--- src/rtl/cap_bounds_monitor_pkg.sv ---
// Shared definitions for the capability bounds monitor: cause-bit indices
// of a failed check and the two-state run/halt controller encoding.
package cap_bounds_monitor_pkg;

  // Bit positions inside a 4-bit fail code
  localparam int FC_BASE_LO = 0;  // derived base below parent base
  localparam int FC_TOP_HI  = 1;  // derived top above parent top
  localparam int FC_REQ_OUT = 2;  // request not covered by derived bounds, or inverted bounds
  localparam int FC_INEXACT = 3;  // exact bounds demanded but not delivered
  localparam int FC_W       = 4;

  // Controller state, kept as plain constants for legacy tools
  typedef logic [0:0] state_t;
  localparam state_t ST_RUN  = 1'b0;
  localparam state_t ST_HALT = 1'b1;

endpackage

--- src/rtl/cap_bounds_check.sv ---
// Single-channel bounds compare. Purely combinational; all compares are
// unsigned, tops are one bit wider than bases so a top of 2^XLEN is legal.
module cap_bounds_check
  import cap_bounds_monitor_pkg::*;
#(
  parameter int XLEN = 64
) (
  input  logic [XLEN-1:0] old_base,
  input  logic [XLEN:0]   old_top,
  input  logic [XLEN-1:0] req_base,
  input  logic [XLEN:0]   req_top,
  input  logic [XLEN-1:0] new_base,
  input  logic [XLEN:0]   new_top,
  input  logic            exact,
  output logic [FC_W-1:0] code
);

  // Derive each cause bit independently so several can be reported at once
  always_comb begin
    code             = '0;
    code[FC_BASE_LO] = new_base < old_base;
    code[FC_TOP_HI]  = new_top > old_top;
    code[FC_REQ_OUT] = (req_base < new_base) || (req_top > new_top) ||
                       ({1'b0, new_base} > new_top);
    code[FC_INEXACT] = exact && ((new_base != req_base) || (new_top != req_top));
  end

endmodule

--- src/rtl/cap_bounds_monitor.sv ---
// Multi-channel capability bounds monitor. Stage 1 captures accepted
// operands, stage 2 compares them and updates the sticky failure record,
// saturating counters and the run/halt controller.
module cap_bounds_monitor
  import cap_bounds_monitor_pkg::*;
#(
  parameter int XLEN         = 64,
  parameter int NCHAN        = 4,
  parameter int CNT_W        = 32,
  parameter int HALT_ON_FAIL = 1
) (
  input  logic                      CLK,
  input  logic                      RST_N,
  input  logic [NCHAN-1:0]          in_valid,
  output logic [NCHAN-1:0]          in_ready,
  input  logic [NCHAN*XLEN-1:0]     in_old_base,
  input  logic [NCHAN*(XLEN+1)-1:0] in_old_top,
  input  logic [NCHAN*XLEN-1:0]     in_req_base,
  input  logic [NCHAN*(XLEN+1)-1:0] in_req_top,
  input  logic [NCHAN*XLEN-1:0]     in_new_base,
  input  logic [NCHAN*(XLEN+1)-1:0] in_new_top,
  input  logic [NCHAN-1:0]          in_exact,
  input  logic                      clear,
  output logic                      fail,
  output logic [2:0]                fail_chan,
  output logic [3:0]                fail_code,
  output logic [CNT_W-1:0]          check_count,
  output logic [CNT_W-1:0]          fail_count,
  output logic                      halted
);

  localparam int TW = XLEN + 1;

  function automatic logic [3:0] popcount(input logic [NCHAN-1:0] v);
    logic [3:0] n;
    n = '0;
    for (int i = 0; i < NCHAN; i++) n = n + {3'b000, v[i]};
    return n;
  endfunction

  function automatic logic [CNT_W-1:0] sat_add(input logic [CNT_W-1:0] a,
                                               input logic [3:0]       b);
    logic [CNT_W+3:0] sum;
    sum = {4'b0000, a} + {{CNT_W{1'b0}}, b};
    if (sum[CNT_W+3:CNT_W] != 4'b0000) return '1;
    return sum[CNT_W-1:0];
  endfunction

  state_t                    state, state_nx;
  logic [NCHAN-1:0]          vld_p1;
  logic [NCHAN*XLEN-1:0]     old_base_p1, req_base_p1, new_base_p1;
  logic [NCHAN*TW-1:0]       old_top_p1, req_top_p1, new_top_p1;
  logic [NCHAN-1:0]          exact_p1;
  logic [FC_W-1:0]           chk_code [NCHAN];
  logic [NCHAN-1:0]          chk_fail;
  logic [2:0]                first_chan;
  logic [FC_W-1:0]           first_code;
  logic                      take_fail;

  // Acceptance depends only on reset and controller state
  assign in_ready = {NCHAN{RST_N && (state == ST_RUN)}};
  assign halted   = (state == ST_HALT);

  // Stage 1: capture operands of accepted channels (data, no reset)
  always_ff @(posedge CLK) begin
    for (int i = 0; i < NCHAN; i++) begin
      if (in_valid[i] && in_ready[i]) begin
        old_base_p1[i*XLEN +: XLEN] <= in_old_base[i*XLEN +: XLEN];
        req_base_p1[i*XLEN +: XLEN] <= in_req_base[i*XLEN +: XLEN];
        new_base_p1[i*XLEN +: XLEN] <= in_new_base[i*XLEN +: XLEN];
        old_top_p1[i*TW +: TW]      <= in_old_top[i*TW +: TW];
        req_top_p1[i*TW +: TW]      <= in_req_top[i*TW +: TW];
        new_top_p1[i*TW +: TW]      <= in_new_top[i*TW +: TW];
        exact_p1[i]                 <= in_exact[i];
      end
    end
  end

  // Stage 1: valid bits, flushed by reset so in-flight checks are dropped
  always_ff @(posedge CLK) begin
    if (!RST_N) vld_p1 <= '0;
    else        vld_p1 <= in_valid & in_ready;
  end

  for (genvar g = 0; g < NCHAN; g++) begin : g_chk
    cap_bounds_check #(.XLEN(XLEN)) u_chk (
      .old_base (old_base_p1[g*XLEN +: XLEN]),
      .old_top  (old_top_p1[g*TW +: TW]),
      .req_base (req_base_p1[g*XLEN +: XLEN]),
      .req_top  (req_top_p1[g*TW +: TW]),
      .new_base (new_base_p1[g*XLEN +: XLEN]),
      .new_top  (new_top_p1[g*TW +: TW]),
      .exact    (exact_p1[g]),
      .code     (chk_code[g])
    );
    assign chk_fail[g] = vld_p1[g] && (|chk_code[g]);
  end

  // Stage 2: pick the lowest-index failing channel
  always_comb begin
    first_chan = '0;
    first_code = '0;
    for (int i = NCHAN - 1; i >= 0; i--) begin
      if (chk_fail[i]) begin
        first_chan = 3'(i);
        first_code = chk_code[i];
      end
    end
  end

  // A failure is recorded when none is held, or when it collides with clear
  assign take_fail = (|chk_fail) && (!fail || clear);

  // Stage 2: next controller state; a recorded failure beats clear
  always_comb begin
    state_nx = state;
    if (take_fail && (HALT_ON_FAIL != 0)) state_nx = ST_HALT;
    else if (clear)                       state_nx = ST_RUN;
  end

  // Stage 2: controller state register
  always_ff @(posedge CLK) begin
    if (!RST_N) state <= ST_RUN;
    else        state <= state_nx;
  end

  // Stage 2: sticky failure record
  always_ff @(posedge CLK) begin
    if (!RST_N) begin
      fail      <= 1'b0;
      fail_chan <= '0;
      fail_code <= '0;
    end else if (take_fail) begin
      fail      <= 1'b1;
      fail_chan <= first_chan;
      fail_code <= first_code;
    end else if (clear) begin
      fail      <= 1'b0;
      fail_chan <= '0;
      fail_code <= '0;
    end
  end

  // Stage 2: saturating check and failure counters
  always_ff @(posedge CLK) begin
    if (!RST_N) begin
      check_count <= '0;
      fail_count  <= '0;
    end else begin
      check_count <= sat_add(check_count, popcount(vld_p1));
      fail_count  <= sat_add(fail_count, popcount(chk_fail));
    end
  end

endmodule
--- config.mk ---
export PLATFORM = sky130hd
export DESIGN_NAME = cap_bounds_monitor
export DESIGN_NICKNAME = d
export VERILOG_FILES = /design/src/rtl/cap_bounds_monitor_pkg.sv /design/src/rtl/cap_bounds_check.sv /design/src/rtl/cap_bounds_monitor.sv
export SDC_FILE = /design/constraint.sdc
export NUM_CORES = 2
export LEC_CHECK = 0
export CORE_AREA = 5 5 626 628
export CTS_CLUSTER_DIAMETER = 80
export DETAILED_ROUTE_END_ITERATION = 12
export DIE_AREA = 0 0 631 633
export SLEW_MARGIN = 5
export SYNTH_ARGS = -nofsm -noshare
export SYNTH_HDL_FRONTEND = slang
export SYNTH_HIERARCHICAL = 1
export SYNTH_SLANG_ARGS = --single-unit
export TNS_END_PERCENT = 5
--- constraint.sdc ---
create_clock -name CLK -period 37.8 [get_ports CLK]
set_input_delay 7.56 -clock CLK [delete_from_list [all_inputs] [get_ports CLK]]
set_output_delay 7.56 -clock CLK [all_outputs]
set_load 0.1 [all_outputs]
==> impl_metrics.prom <==
# TYPE chip_impl_metric gauge
chip_impl_info{name="status",value="finished, final reports clean"} 1
chip_impl_metric{name="irDropWorstVdd",unit="mV"} 0.03833
chip_impl_metric{name="post_cts.repair.setup_buffers",unit=""} 0
chip_impl_metric{name="maximum_number_of_pins_on_one_net_before_global_route_repair",unit=""} 188
chip_impl_metric{name="global_route.usage.total",unit="%"} 17.98
chip_impl_metric{name="drive_above_1_share",unit="%"} 5.335
chip_impl_metric{name="wl",unit="µm"} 377900
chip_impl_metric{name="detail_route.first_pass.iterations",unit=""} 6
chip_impl_info{name="hp-class",value="reg -> reg"} 1
chip_impl_metric{name="route.vias.total",unit=""} 59120
chip_impl_metric{name="mappedNetlistNets",unit=""} 9123
chip_impl_metric{name="aggregate_negative_setup_slack",unit="ns"} 0
chip_impl_info{name="synth_ff_type",value="sky130_fd_sc_hd__edfxtp_1"} 1
chip_impl_info{name="rsz0062_at_grt",value="false"} 1
chip_impl_info{name="crit_chain",value="buf_2, buf_4, inv_4, nor2_2, clkdlybuf4s50_1"} 1
chip_impl_metric{name="die_height",unit="µm"} 633
chip_impl_metric{name="syn_area",unit="µm²"} 81990
chip_impl_metric{name="whs_path_depth",unit=""} 2
chip_impl_metric{name="final-instance-count-excl-fill",unit=""} 13470
chip_impl_metric{name="routabilityCongestion",unit=""} 0.9414
chip_impl_metric{name="die_x",unit="µm"} 631
chip_impl_metric{name="clock_tree.buffer_depth",unit=""} 4
chip_impl_metric{name="comb_power_share",unit="%"} 11.6
chip_impl_metric{name="timing.final.hold_violations",unit=""} 0
chip_impl_metric{name="clock_latency_on_the_worst_skew_pair",unit="ns"} 0.90
chip_impl_metric{name="detailed_place.area",unit="µm²"} 104800
chip_impl_metric{name="postSynthAreaPerCell",unit="µm²"} 13.07
chip_impl_metric{name="fin_util",unit="%"} 29.03
chip_impl_metric{name="synth_seq_cells",unit=""} 1627
chip_impl_metric{name="period_share",unit="%"} 46.64
chip_impl_metric{name="clkSinkCount",unit=""} 1627
chip_impl_info{name="clock_tree.root_cell",value="sky130_fd_sc_hd__clkbuf_16"} 1
chip_impl_metric{name="power.share.sequential",unit="%"} 46.3
chip_impl_info{name="final_common_cell",value="sky130_fd_sc_hd__clkdlybuf4s50_1"} 1
chip_impl_metric{name="power_leakage",unit="nW"} 45.48
chip_impl_info{name="crit_path_end_kind",value="primary output"} 1
chip_impl_metric{name="portion_of_total_power_attributed_to_the_clock_network",unit="%"} 42.1
chip_impl_metric{name="shortest_clock_period_the_worst_path_allows_after_layout",unit="ns"} 17.63
chip_impl_metric{name="finClkSkew",unit="ns"} 0.07075
chip_impl_metric{name="synth_edf_count",unit=""} 1552
chip_impl_metric{name="power.share.switching",unit="%"} 25.37
chip_impl_metric{name="setup_violators_final",unit=""} 0
chip_impl_info{name="cp_top_family",value="buffers and inverters"} 1
chip_impl_metric{name="global_route_wire_length_before_repair",unit="µm"} 489000
chip_impl_metric{name="numCtsBuffers",unit=""} 201
chip_impl_metric{name="wire_per_inst",unit="µm"} 28.05
chip_impl_metric{name="grt_overflow_total",unit=""} 0
chip_impl_metric{name="final_design_area_no_fill",unit="µm²"} 111700
chip_impl_metric{name="achievable-frequency",unit="GHz"} 0.05673
chip_impl_metric{name="core",unit="µm²"} 384800
chip_impl_metric{name="final-max-slew-violation-count",unit=""} 0
chip_impl_metric{name="worst_path_largest_cell_delay",unit="ns"} 1.29
chip_impl_metric{name="required",unit="ns"} 30.24
chip_impl_metric{name="synthCells",unit=""} 6272
chip_impl_metric{name="total_of_cells_resized_after_clock_tree_synthesis",unit=""} 0
chip_impl_metric{name="pin_count",unit=""} 1636
chip_impl_metric{name="viasPerCell",unit=""} 4.388
chip_impl_metric{name="initial_core_util",unit="%"} 21.31
chip_impl_metric{name="area_delta_synth_final",unit="%"} 36.25
chip_impl_metric{name="max_cap_violations",unit=""} 0
chip_impl_info{name="startpoint_type",value="input port"} 1
chip_impl_info{name="clock_tree_from_tritoncts",value="yes"} 1
chip_impl_metric{name="yosys.cell_types.count",unit=""} 74
chip_impl_metric{name="design.final.nets",unit=""} 10970
chip_impl_metric{name="powerDensity",unit="nW/µm²"} 41.53
chip_impl_metric{name="grt_pass1_vias",unit=""} 57400
chip_impl_metric{name="drtIter0Drc",unit=""} 5151
chip_impl_metric{name="register_to_register_path_depth",unit=""} 21
chip_impl_metric{name="full_die_area",unit="µm²"} 399400
chip_impl_metric{name="timing.critical_path.depth",unit=""} 5
chip_impl_metric{name="grt_antenna_before_repair",unit=""} 186
chip_impl_info{name="critical_path.slowest_cell",value="sky130_fd_sc_hd__clkdlybuf4s50_1"} 1
chip_impl_metric{name="max_slew_margin",unit="%"} 12.82
chip_impl_metric{name="holdBufCountCts",unit=""} 0
chip_impl_metric{name="crit_path_max_fanout",unit=""} 15
chip_impl_metric{name="internal_power",unit="mW"} 3.463
chip_impl_metric{name="worst_ep_arrival_time",unit="ns"} 10.07
chip_impl_metric{name="rows",unit=""} 228
chip_impl_metric{name="io_buffers",unit=""} 1634
chip_impl_metric{name="post-route-drc-count",unit=""} 0
chip_impl_metric{name="switching_power",unit="mW"} 1.177
chip_impl_metric{name="place_inst",unit=""} 12980
chip_impl_metric{name="synthArstFlopShare",unit="%"} 0
chip_impl_metric{name="synth_seq_area_share",unit="%"} 58.67
chip_impl_metric{name="clock_transition_at_the_registers_of_the_reported_paths",unit="ns"} 0.05
chip_impl_info{name="timing_worst_setup_path_type",value="in -> out"} 1
chip_impl_metric{name="cts.htree.levels",unit=""} 4
chip_impl_info{name="most-common-layout-cells",value="sky130_fd_sc_hd__clkdlybuf4s50_1, sky130_fd_sc_hd__edfxtp_1, sky130_fd_sc_hd__ha_1"} 1
chip_impl_metric{name="worstMarginPinSlew",unit="ns"} 1.308
chip_impl_metric{name="yosys_warnings",unit=""} 6
chip_impl_metric{name="path_buf_inv",unit=""} 4
chip_impl_metric{name="dp_hpwl",unit="µm"} 323600
chip_impl_metric{name="postRouteAntennaNets",unit=""} 0
chip_impl_metric{name="hold_slack",unit="ns"} 0.4932
==> cells by family (layout without fill, tap and decap cells) <==
family	Yosys count	in the layout	synth area share [%]
buf+inv	1100	3113	5.113
compound gates	1169	1169	9.241
flops	1627	1627	58.67
simple gates	1039	1039	6.731
other cells	1	128	0.004573
fa+ha+maj	1292	1292	19.77
xor+xnor	44	44	0.4700
==> power by group through the flow <==
stage | clock network, mW | registers, mW | logic [mW]
after global placement | 0 | 2.19 | 0.530
after global routing | 2.08 | 2.15 | 0.591
after floorplan | 0 | 2.19 | 0.226
after CTS | 2.01 | 2.15 | 0.542
after detailed placement | 0 | 2.18 | 0.538
final | 1.95 | 2.15 | 0.538
==> per-stage QoR <==
stage | power, mW | worst slack [ns]
2_1_floorplan | 2.419 | 18.98
3_3_place_gp | 2.715 | 20.06
3_5_place_dp | 2.722 | 20.07
4_1_cts | 4.697 | 20.07
5_1_grt | 4.819 | 20.04
6_report | 4.640 | 20.17
==> tightest hold or removal path, delay by kind of cell, from the launching register on <==
| family | cells | cell delay, ns |
|---|---|---|
| AO/OA/AOI/OAI | 1 | 0.06 |
| flip-flops | 1 | 0.31 |
| AND/OR/NAND/NOR | 1 | 0.08 |
==> area by class of cell <==
class                           instances  area (µm²)
Clock buffer                          243        5268
Inverter                             1077        4045
Multi-Input combinational cell       3545       29740
Fill cell                           39270      273100
Timing Repair Buffer                 1667       16600
Sequential cell                      1627       48110
Clock inverter                        126        1318
Tap cell                             5060        6331
Antenna cell                          127       317.8
==> state kept, by name, indices dropped and copies added, names as in the netlist <==
register     count
check_count     32
exact_p1         4
fail             1
fail_chan        2
fail_code        4
fail_count      32
new_base_p1    256
new_top_p1     260
old_base_p1    256
old_top_p1     260
req_base_p1    256
req_top_p1     260
vld_p1           4
==> path summary, 6_finish.rpt <==
check / from / to / slack, ns
max reg2reg: new_base_p1[62] / fail_count[11] / 30.02
min: fail_chan[0] / fail_chan[0] / 0.49
max: RST_N / in_ready[1] / 20.17
min reg2reg: fail_chan[0] / fail_chan[0] / 0.49
==> metal layers <==
layer,GRT usage [%],wire length [µm],vias up
met5,0,223,-
met4,9.023,19340,36
met3,3.196,26240,618
met2,30.04,181200,2435
met1,22.28,150900,28850
li1,-,-,27180
==> Yosys cell counts, types with 5 or more instances <==
cell type / count / area, µm²
sky130_fd_sc_hd__nand2_1: 221 / 829.6
sky130_fd_sc_hd__a41o_1: 5 / 50.05
sky130_fd_sc_hd__o21a_1: 26 / 195.2
sky130_fd_sc_hd__and4_1: 31 / 271.5
sky130_fd_sc_hd__o311ai_0: 7 / 61.31
sky130_fd_sc_hd__nand4_1: 267 / 1670
sky130_fd_sc_hd__o2111ai_1: 6 / 52.55
sky130_fd_sc_hd__nor2_1: 185 / 694.4
sky130_fd_sc_hd__nand3_1: 100 / 500.5
sky130_fd_sc_hd__a31oi_1: 23 / 143.9
sky130_fd_sc_hd__o31ai_1: 13 / 97.59
sky130_fd_sc_hd__or4_1: 6 / 45.04
sky130_fd_sc_hd__o21ai_1: 20 / 100.1
sky130_fd_sc_hd__a22o_1: 5 / 43.79
sky130_fd_sc_hd__a221o_1: 27 / 270.3
sky130_fd_sc_hd__a211oi_1: 54 / 405.4
sky130_fd_sc_hd__xor2_1: 11 / 96.34
sky130_fd_sc_hd__fa_1: 6 / 120.1
sky130_fd_sc_hd__edfxtp_1: 1552 / 46600
sky130_fd_sc_hd__buf_6: 6 / 67.56
sky130_fd_sc_hd__o21bai_1: 12 / 90.09
sky130_fd_sc_hd__clkbuf_1: 12 / 45.04
sky130_fd_sc_hd__or2_1: 5 / 31.28
sky130_fd_sc_hd__a21oi_2: 23 / 201.4
sky130_fd_sc_hd__a21oi_1: 398 / 1992
sky130_fd_sc_hd__a21boi_0: 12 / 90.09
sky130_fd_sc_hd__nor2b_1: 40 / 250.2
sky130_fd_sc_hd__o211ai_1: 43 / 322.8
sky130_fd_sc_hd__nor4_2: 6 / 75.07
sky130_fd_sc_hd__a221oi_1: 16 / 140.1
sky130_fd_sc_hd__nand2b_1: 9 / 56.30
sky130_fd_sc_hd__inv_1: 1076 / 4039
sky130_fd_sc_hd__nand3b_1: 5 / 37.54
sky130_fd_sc_hd__dfxtp_1: 75 / 1501
sky130_fd_sc_hd__and2_1: 19 / 118.9
sky130_fd_sc_hd__xnor2_1: 33 / 289.0
sky130_fd_sc_hd__ha_1: 1286 / 16090
sky130_fd_sc_hd__o21ai_0: 167 / 835.8
sky130_fd_sc_hd__buf_4: 5 / 37.54
sky130_fd_sc_hd__nor3_1: 67 / 335.3
sky130_fd_sc_hd__a21o_1: 265 / 1989
sky130_fd_sc_hd__and3_1: 16 / 100.1
sky130_fd_sc_hd__nor4_1: 33 / 206.5
(Power assumes the default switching activity.)
